===== src/rtl/serial_pkg.sv =====
// Shared definitions for the bit-serial arithmetic path.
// Holds the FSM state encoding and the default word width that the
// serializer, complement and deserializer stages agree on.
package serial_pkg;

  // Default word length shared by all serial-path stages.
  localparam int unsigned SERIAL_WIDTH = 8;

  // State encoding of the serializer FSM.
  localparam logic [1:0] ST_IDLE  = 2'd0;
  localparam logic [1:0] ST_CLEAR = 2'd1;
  localparam logic [1:0] ST_SHIFT = 2'd2;

  typedef enum logic [1:0] {
    IDLE  = ST_IDLE,
    CLEAR = ST_CLEAR,
    SHIFT = ST_SHIFT
  } ser_state_e;

endpackage


===== src/rtl/lsb_serializer.sv =====
// Parallel-to-serial front end: accepts a WIDTH-bit word on a valid/ready
// handshake, pulses clr_out for one cycle, then emits the word LSB-first,
// one bit per clock, with no stall capability.
// Ports:
//   clk, rst        clock and synchronous active-high reset
//   in_valid/in_data/in_ready  upstream word handshake (ready only in IDLE)
//   abort           cancels the word in flight
//   clr_out         one-cycle clear strobe for the downstream stage
//   ser_bit/ser_valid/ser_last  serial bit stream, last marks bit WIDTH-1
//   busy            high whenever not IDLE
module lsb_serializer
  import serial_pkg::*;
#(
  parameter int unsigned WIDTH = SERIAL_WIDTH
) (
  input  logic             clk,
  input  logic             rst,
  input  logic             in_valid,
  input  logic [WIDTH-1:0] in_data,
  output logic             in_ready,
  input  logic             abort,
  output logic             clr_out,
  output logic             ser_bit,
  output logic             ser_valid,
  output logic             ser_last,
  output logic             busy
);

  localparam int unsigned CNT_W = $clog2(WIDTH);

  ser_state_e       state_q, state_d;
  logic [WIDTH-1:0] sh_q, sh_d;
  logic [CNT_W-1:0] cnt_q, cnt_d;
  logic             clr_d, bit_d, valid_d, last_d, busy_d;

  assign in_ready = (state_q == IDLE);

  // Next state, datapath and output decode. Outputs are derived from the
  // next-state values so that the registered outputs line up with the
  // state they describe.
  always_comb begin
    state_d = state_q;
    sh_d    = sh_q;
    cnt_d   = cnt_q;

    case (state_q)
      IDLE: begin
        // abort in IDLE blocks a same-cycle accept
        if (in_valid && !abort) begin
          state_d = CLEAR;
          sh_d    = in_data;
          cnt_d   = '0;
        end
      end
      CLEAR: begin
        state_d = SHIFT;
      end
      SHIFT: begin
        sh_d = {1'b0, sh_q[WIDTH-1:1]};
        if (cnt_q == CNT_W'(WIDTH - 1)) begin
          state_d = IDLE;
          cnt_d   = '0;
        end else begin
          cnt_d = cnt_q + CNT_W'(1);
        end
      end
      default: begin
        state_d = IDLE;
        sh_d    = '0;
        cnt_d   = '0;
      end
    endcase

    // Discard the partial word; outputs fall back to reset values.
    if (abort && (state_q != IDLE)) begin
      state_d = IDLE;
      sh_d    = '0;
      cnt_d   = '0;
    end

    clr_d   = (state_d == CLEAR);
    valid_d = (state_d == SHIFT);
    bit_d   = valid_d & sh_d[0];
    last_d  = valid_d && (cnt_d == CNT_W'(WIDTH - 1));
    busy_d  = (state_d != IDLE);
  end

  // State, datapath and output registers.
  always_ff @(posedge clk) begin
    if (rst) begin
      state_q   <= IDLE;
      sh_q      <= '0;
      cnt_q     <= '0;
      clr_out   <= 1'b0;
      ser_bit   <= 1'b0;
      ser_valid <= 1'b0;
      ser_last  <= 1'b0;
      busy      <= 1'b0;
    end else begin
      state_q   <= state_d;
      sh_q      <= sh_d;
      cnt_q     <= cnt_d;
      clr_out   <= clr_d;
      ser_bit   <= bit_d;
      ser_valid <= valid_d;
      ser_last  <= last_d;
      busy      <= busy_d;
    end
  end

endmodule


===== config.mk =====
export PLATFORM = sky130hd
export DESIGN_NAME = lsb_serializer
export DESIGN_NICKNAME = d
export VERILOG_FILES = /design/src/rtl/serial_pkg.sv /design/src/rtl/lsb_serializer.sv
export SDC_FILE = /design/constraint.sdc
export NUM_CORES = 1
export LEC_CHECK = 0
export BUFFER_PORTS_ARGS = -buffer_cell sky130_fd_sc_hd__buf_2
export CAP_MARGIN = 0
export CELL_PAD_IN_SITES_DETAIL_PLACEMENT = 1
export CELL_PAD_IN_SITES_GLOBAL_PLACEMENT = 2
export CORE_MARGIN = 2
export CORE_UTILIZATION = 33
export CTS_CLUSTER_SIZE = 40
export DETAILED_ROUTE_END_ITERATION = 10
export MAX_ROUTING_LAYER = met4
export PLACE_DENSITY_LB_ADDON = 0.1
export SLEW_MARGIN = 20
export SYNTH_ARGS = -nofsm -noshare
export SYNTH_HDL_FRONTEND = slang
export SYNTH_SLANG_ARGS = --single-unit

===== constraint.sdc =====
create_clock -name clk -period 3.8 [get_ports clk]
set_input_delay 0.76 -clock clk [delete_from_list [all_inputs] [get_ports clk]]
set_output_delay 0.76 -clock clk [all_outputs]
set_load 0.01 [all_outputs]

# Word-level counts from Yosys, hierarchy flattened
# Index checks and enable logic that the tools add are counted.
[word_totals] input_bits=12 output_inout_bits=6 register_bits=18
[classes] muxes=11 add_sub_neg=1 n_reduce_logical=9 bitwise_logic=2 eq_ne=7
[op_table] operator="$pmux 8 s3" n=1
[op_table] operator="$mux 3" n=3
[op_table] operator="$pmux 3 s3" n=1
[op_table] operator="$mux 8" n=1
[op_table] operator="$eq 3x3->1 const B" n=2
[op_table] operator="$mux 2" n=3
[op_table] operator="$pmux 2 s3" n=1
[op_table] operator="$eq 2x1->1 const B" n=2
[op_table] operator="$eq 2x2->1 const B" n=2
[op_table] operator="$reduce_bool 2->1" n=2
[op_table] operator="$add 3x1->3 const B" n=1
[op_table] operator="$logic_and 1x1->1" n=3
[op_table] operator="$logic_not 2->1" n=1
[op_table] operator="$ne 2x1->1 const B" n=1
[op_table] operator="$reduce_and 2->1" n=1
[op_table] operator="$reduce_or 2->1" n=1
[op_table] operator="$and 1x1->1" n=1
[op_table] operator="$logic_not 1->1" n=1
[op_table] operator="$mux 1" n=1
[op_table] operator="$not 1->1" n=1

# Longest topological paths before layout
[logic_depth] depth_word=7 ltp_mapped=6

# Least setup slack after synthesis
# No wires, ideal clock.
[synth_path] path_kind="in2reg" from="input port abort" to="register ser_last" setup_ns=0.087 t_arrival_ns=1.546 t_required_ns=3.713 setup_slack_ns=2.167 n_path_buf=1 cell_stages=5 cell_sequence="buf_6 -> nor4b_2 -> a21oi_1 -> a2bb2oi_1 -> nor4b_2"
[synth_via] elab_chain_cells=7
[synth_lines] item="from (decl)" line_no="lsb_serializer.sv:21" rtl="input logic abort,"
[synth_lines] item="$logic_not 1->1" line_no="lsb_serializer.sv:49" rtl="if (in_valid && !abort) begin"
[synth_lines] item="$logic_and 1x1->1" line_no="lsb_serializer.sv:49"
[synth_lines] item="$mux 3 or $mux 2 (tied branches)" line_no="lsb_serializer.sv:49"
[synth_lines] item="$pmux 3 s3 or $pmux 2 s3 (tied branches)" line_no="lsb_serializer.sv:46" rtl="case (state_q)"
[synth_lines] item="$mux 3 or $mux 2 (tied branches)" line_no="lsb_serializer.sv:75" rtl="if (abort && (state_q != IDLE)) begin"
[synth_lines] item="$eq 3x3->1 or $eq 2x2->1 (tied branches)" line_no="lsb_serializer.sv:84, lsb_serializer.sv:82"
[synth_lines] item="$logic_and 1x1->1 (*)" line_no="lsb_serializer.sv:84" rtl="last_d = valid_d && (cnt_d == CNT_W'(WIDTH - 1));"
[synth_lines] item="to (signal assigned)" line_no="lsb_serializer.sv:106" rtl="ser_last <= last_d;"
[synth_lines] item="to (decl)" line_no="lsb_serializer.sv:25" rtl="output logic ser_last,"
# Every way passes the cells marked *; elsewhere a longest branch is shown, timed or not.
# A chain may end at the register's enable or synchronous reset.

# Worst setup path in the final report
[layout_path] from="register state_q[1]" to="output port in_ready"
[layout_via] elab_chain_cells=1
[layout_lines] item="from (decl)" line_no="lsb_serializer.sv:31" rtl="ser_state_e state_q, state_d;"
[layout_lines] item="from (signal assigned)" line_no="lsb_serializer.sv:100" rtl="state_q <= state_d;"
[layout_lines] item="$logic_not 2->1" line_no="lsb_serializer.sv:36" rtl="assign in_ready = (state_q == IDLE);"
[layout_lines] item="to (decl)" line_no="lsb_serializer.sv:20" rtl="output logic in_ready,"
# Every way passes these cells.

==> impl_metrics.env <==
export IMPL_path_class="reg2out"
export IMPL_seq_area_frac_synth=0.430
export IMPL_p_seq_frac=0.562
export IMPL_drt_pass1_iter_count=4
export IMPL_drt_met1_wl_um=919
export IMPL_report_final_slew_viol_count=0
export IMPL_critPathMaxFanout=19
export IMPL_switching_share=0.245
export IMPL_hold_violations=0
export IMPL_placed_area_um2=912
export IMPL_areaGrowthSynthToFinish_pct=13.3
export IMPL_vias=706
export IMPL_multi_input_area_um2=422
export IMPL_wire_per_inst_um=13.2
export IMPL_ir_worst_vdd_mv=0.136
export IMPL_numPortBuffers=17
export IMPL_whs_ns=0.464
export IMPL_r2r_cells=4
export IMPL_ys_types=30
export IMPL_internal_power_mw=0.269
export IMPL_arrival_ns=1.46
export IMPL_post_cts_buffers=0
export IMPL_yosysMostFrequentCell="dfxtp_1"
export IMPL_setup_violations=0
export IMPL_worstPathRequired_ns=3.04
export IMPL_ff_latch_area_um2=360
export IMPL_cts_inserted_buffers=3
export IMPL_drive_gt1_frac=0.266
export IMPL_hpwl_mm=1.31
export IMPL_dp_slack_ns=1.84
export IMPL_cts_tree="yes"
export IMPL_cts_resized=0
export IMPL_startpoint_type="register"
export IMPL_netlist_instances=94
export IMPL_wl_met3_um=60
export IMPL_pwr_density_cell_nw_per_um2=376
export IMPL_overflow=0
export IMPL_grt_pass1_vias=719
export IMPL_finalInstanceArea_um2=948
export IMPL_n_fill_cell=300
export IMPL_leakagePower_nw=0.377
export IMPL_ys_flop_type="dfxtp_1"
export IMPL_cts_max_level=1
export IMPL_clkLatencyLatePin_ns=0.30
export IMPL_tns_ns=0
export IMPL_reg2reg_to="ser_last"
export IMPL_synthesis_area_um2=837
export IMPL_yosysWarningCount=0
export IMPL_relSlewSlack=0.534
export IMPL_syn_nets=108
export IMPL_synth_common_cells="dfxtp_1, nand2_1, a21oi_1"
export IMPL_synth_area_top_cells="dfxtp_1, nand2_1, a21oi_1, a21o_1, buf_6"
export IMPL_fin_crit_sh=0.584
export IMPL_hold_end="sh_q[4]"
export IMPL_setup_ws_ns=1.58
export IMPL_max_slew_worst_pin_slew_ns=0.699
export IMPL_synth_area_per_cell_um2=8.90
export IMPL_fmax_ghz=0.451
export IMPL_cp_end_kind="output port"
export IMPL_finClkSkew_ns=0.00751
export IMPL_wl_met2_um=839
export IMPL_power_switching_mw=0.0874
export IMPL_cts_sinks=18
export IMPL_ant_nets=0
export IMPL_place_congestion=0.707
export IMPL_yosysTopAreaCellShare=0.430
export IMPL_hp_start="sh_q[4]"
export IMPL_rsz0062_at_grt="no"
export IMPL_grt_pass1_wl_mm=3.21
export IMPL_synth_seq_cells=18
export IMPL_grt_total_usage=0.157
export IMPL_cap_violations=0
export IMPL_postCtsHoldBufs=0
export IMPL_p_clk_frac=0.337
export IMPL_status="finished, final reports clean"
export IMPL_rrSetupSlack_ns=2.12
export IMPL_synth_edf_count=0
export IMPL_ios=18
export IMPL_viasPerCell=5.08
export IMPL_grt_max_degree=20
export IMPL_combPwrFrac=0.100
export IMPL_routed_top_layer="met4"
export IMPL_synthArstFlopShare=0
export IMPL_synth_top_cell_by_area="dfxtp_1"
export IMPL_rows=18
export IMPL_cts_root_buf="clkbuf_4"
export IMPL_route_detailed_drc=0
export IMPL_clockBufferDepth=2
export IMPL_whs_path_depth=2
export IMPL_die_w_um=54.4
export IMPL_cts_clk_slew_worst_paths_ns=0.11
export IMPL_r2r_start="state_q[1]"
export IMPL_core_um2=2430
export IMPL_antenna_found_initial=0
export IMPL_n_antenna_cell=0
export IMPL_hold_path_class="reg2reg"
export IMPL_fin_crit_ns=2.22
export IMPL_power_total_mw=0.356
export IMPL_drtIter0Drc=5
export IMPL_finalWirelength_mm=1.84
export IMPL_fp_dieH_um=54.4
export IMPL_fin_nets=124
export IMPL_die_area_um2=2960
export IMPL_initial_core_util=0.344
worst max-delay path by stage:
stage                    end        from  slack [ns]  depth (start not counted)
floorplan           ser_last       abort        2.17                          5
detailed placement   ser_bit       abort        1.84                          5
CTS                 in_ready  state_q[1]        1.57                          2
global placement     sh_q[1]       abort        1.89                          5
finish              in_ready  state_q[1]        1.58                          2
global route        in_ready  state_q[1]        1.47                          2
placed cells by master, fill, tap and decap left out, types with 3 or more instances in the layout:
cell and n:
buf_2 17, nor2_1 7, a21oi_1 9, nand2_1 14, a21o_1 6, nor2b_1 3
dfxtp_1 18, clkbuf_4 3, nand3_1 6
layout make-up:
cell class / instances / share of cell area
multi-input cells: 68 / 0.445
inverters: 2 / 0.00792
clock buffers: 4 / 0.0383
repair buffers: 17 / 0.0897
well taps: 30 / 0.0396
flip-flops and latches: 18 / 0.380
critical path, stage by stage (launching register included):
cell     delay (ns)
dfxtp_1        0.79
nor2_1         0.18
buf_2          0.19
power groups by stage:
| stage | combinational, mW | sequential [mW] | clock (mW) |
|---|---|---|---|
| floorplan | 0.0271 | 0.202 | 0 |
| global placement | 0.0362 | 0.205 | 0 |
| detailed placement | 0.0365 | 0.205 | 0 |
| CTS | 0.0367 | 0.201 | 0.128 |
| global route | 0.0412 | 0.202 | 0.135 |
| finish | 0.0358 | 0.200 | 0.120 |
kinds of logic (layout without fill, tap and decap cells):
| family | after synthesis | after routing | synth area share |
|---|---|---|---|
| buf+inv | 8 | 23 | 0.0658 |
| mux | 1 | 1 | 0.0120 |
| simple gates | 41 | 41 | 0.266 |
| flops | 18 | 18 | 0.430 |
| fa+ha+maj | 2 | 2 | 0.0299 |
| compound gates | 24 | 24 | 0.196 |
per-stage QoR:
step	util	cells
CTS	0.390	139
detailed placement	0.375	135
global route	0.390	139
floorplan	-	94
global placement	0.375	135
finish	0.390	139
registers in the layout, summed over array words and instances (netlist names):
register,flops
ser_last,1
cnt_q,3
ser_valid,1
busy,1
sh_q,8
ser_bit,1
clr_out,1
state_q,2
layer usage:
layer / track usage / vias up
met5: - / -
met4: 0.0750 / 0
met3: 0.0246 / 2
met2: 0.237 / 9
met1: 0.205 / 337
li1: - / 358
Power figures use the tool's default switching activity.
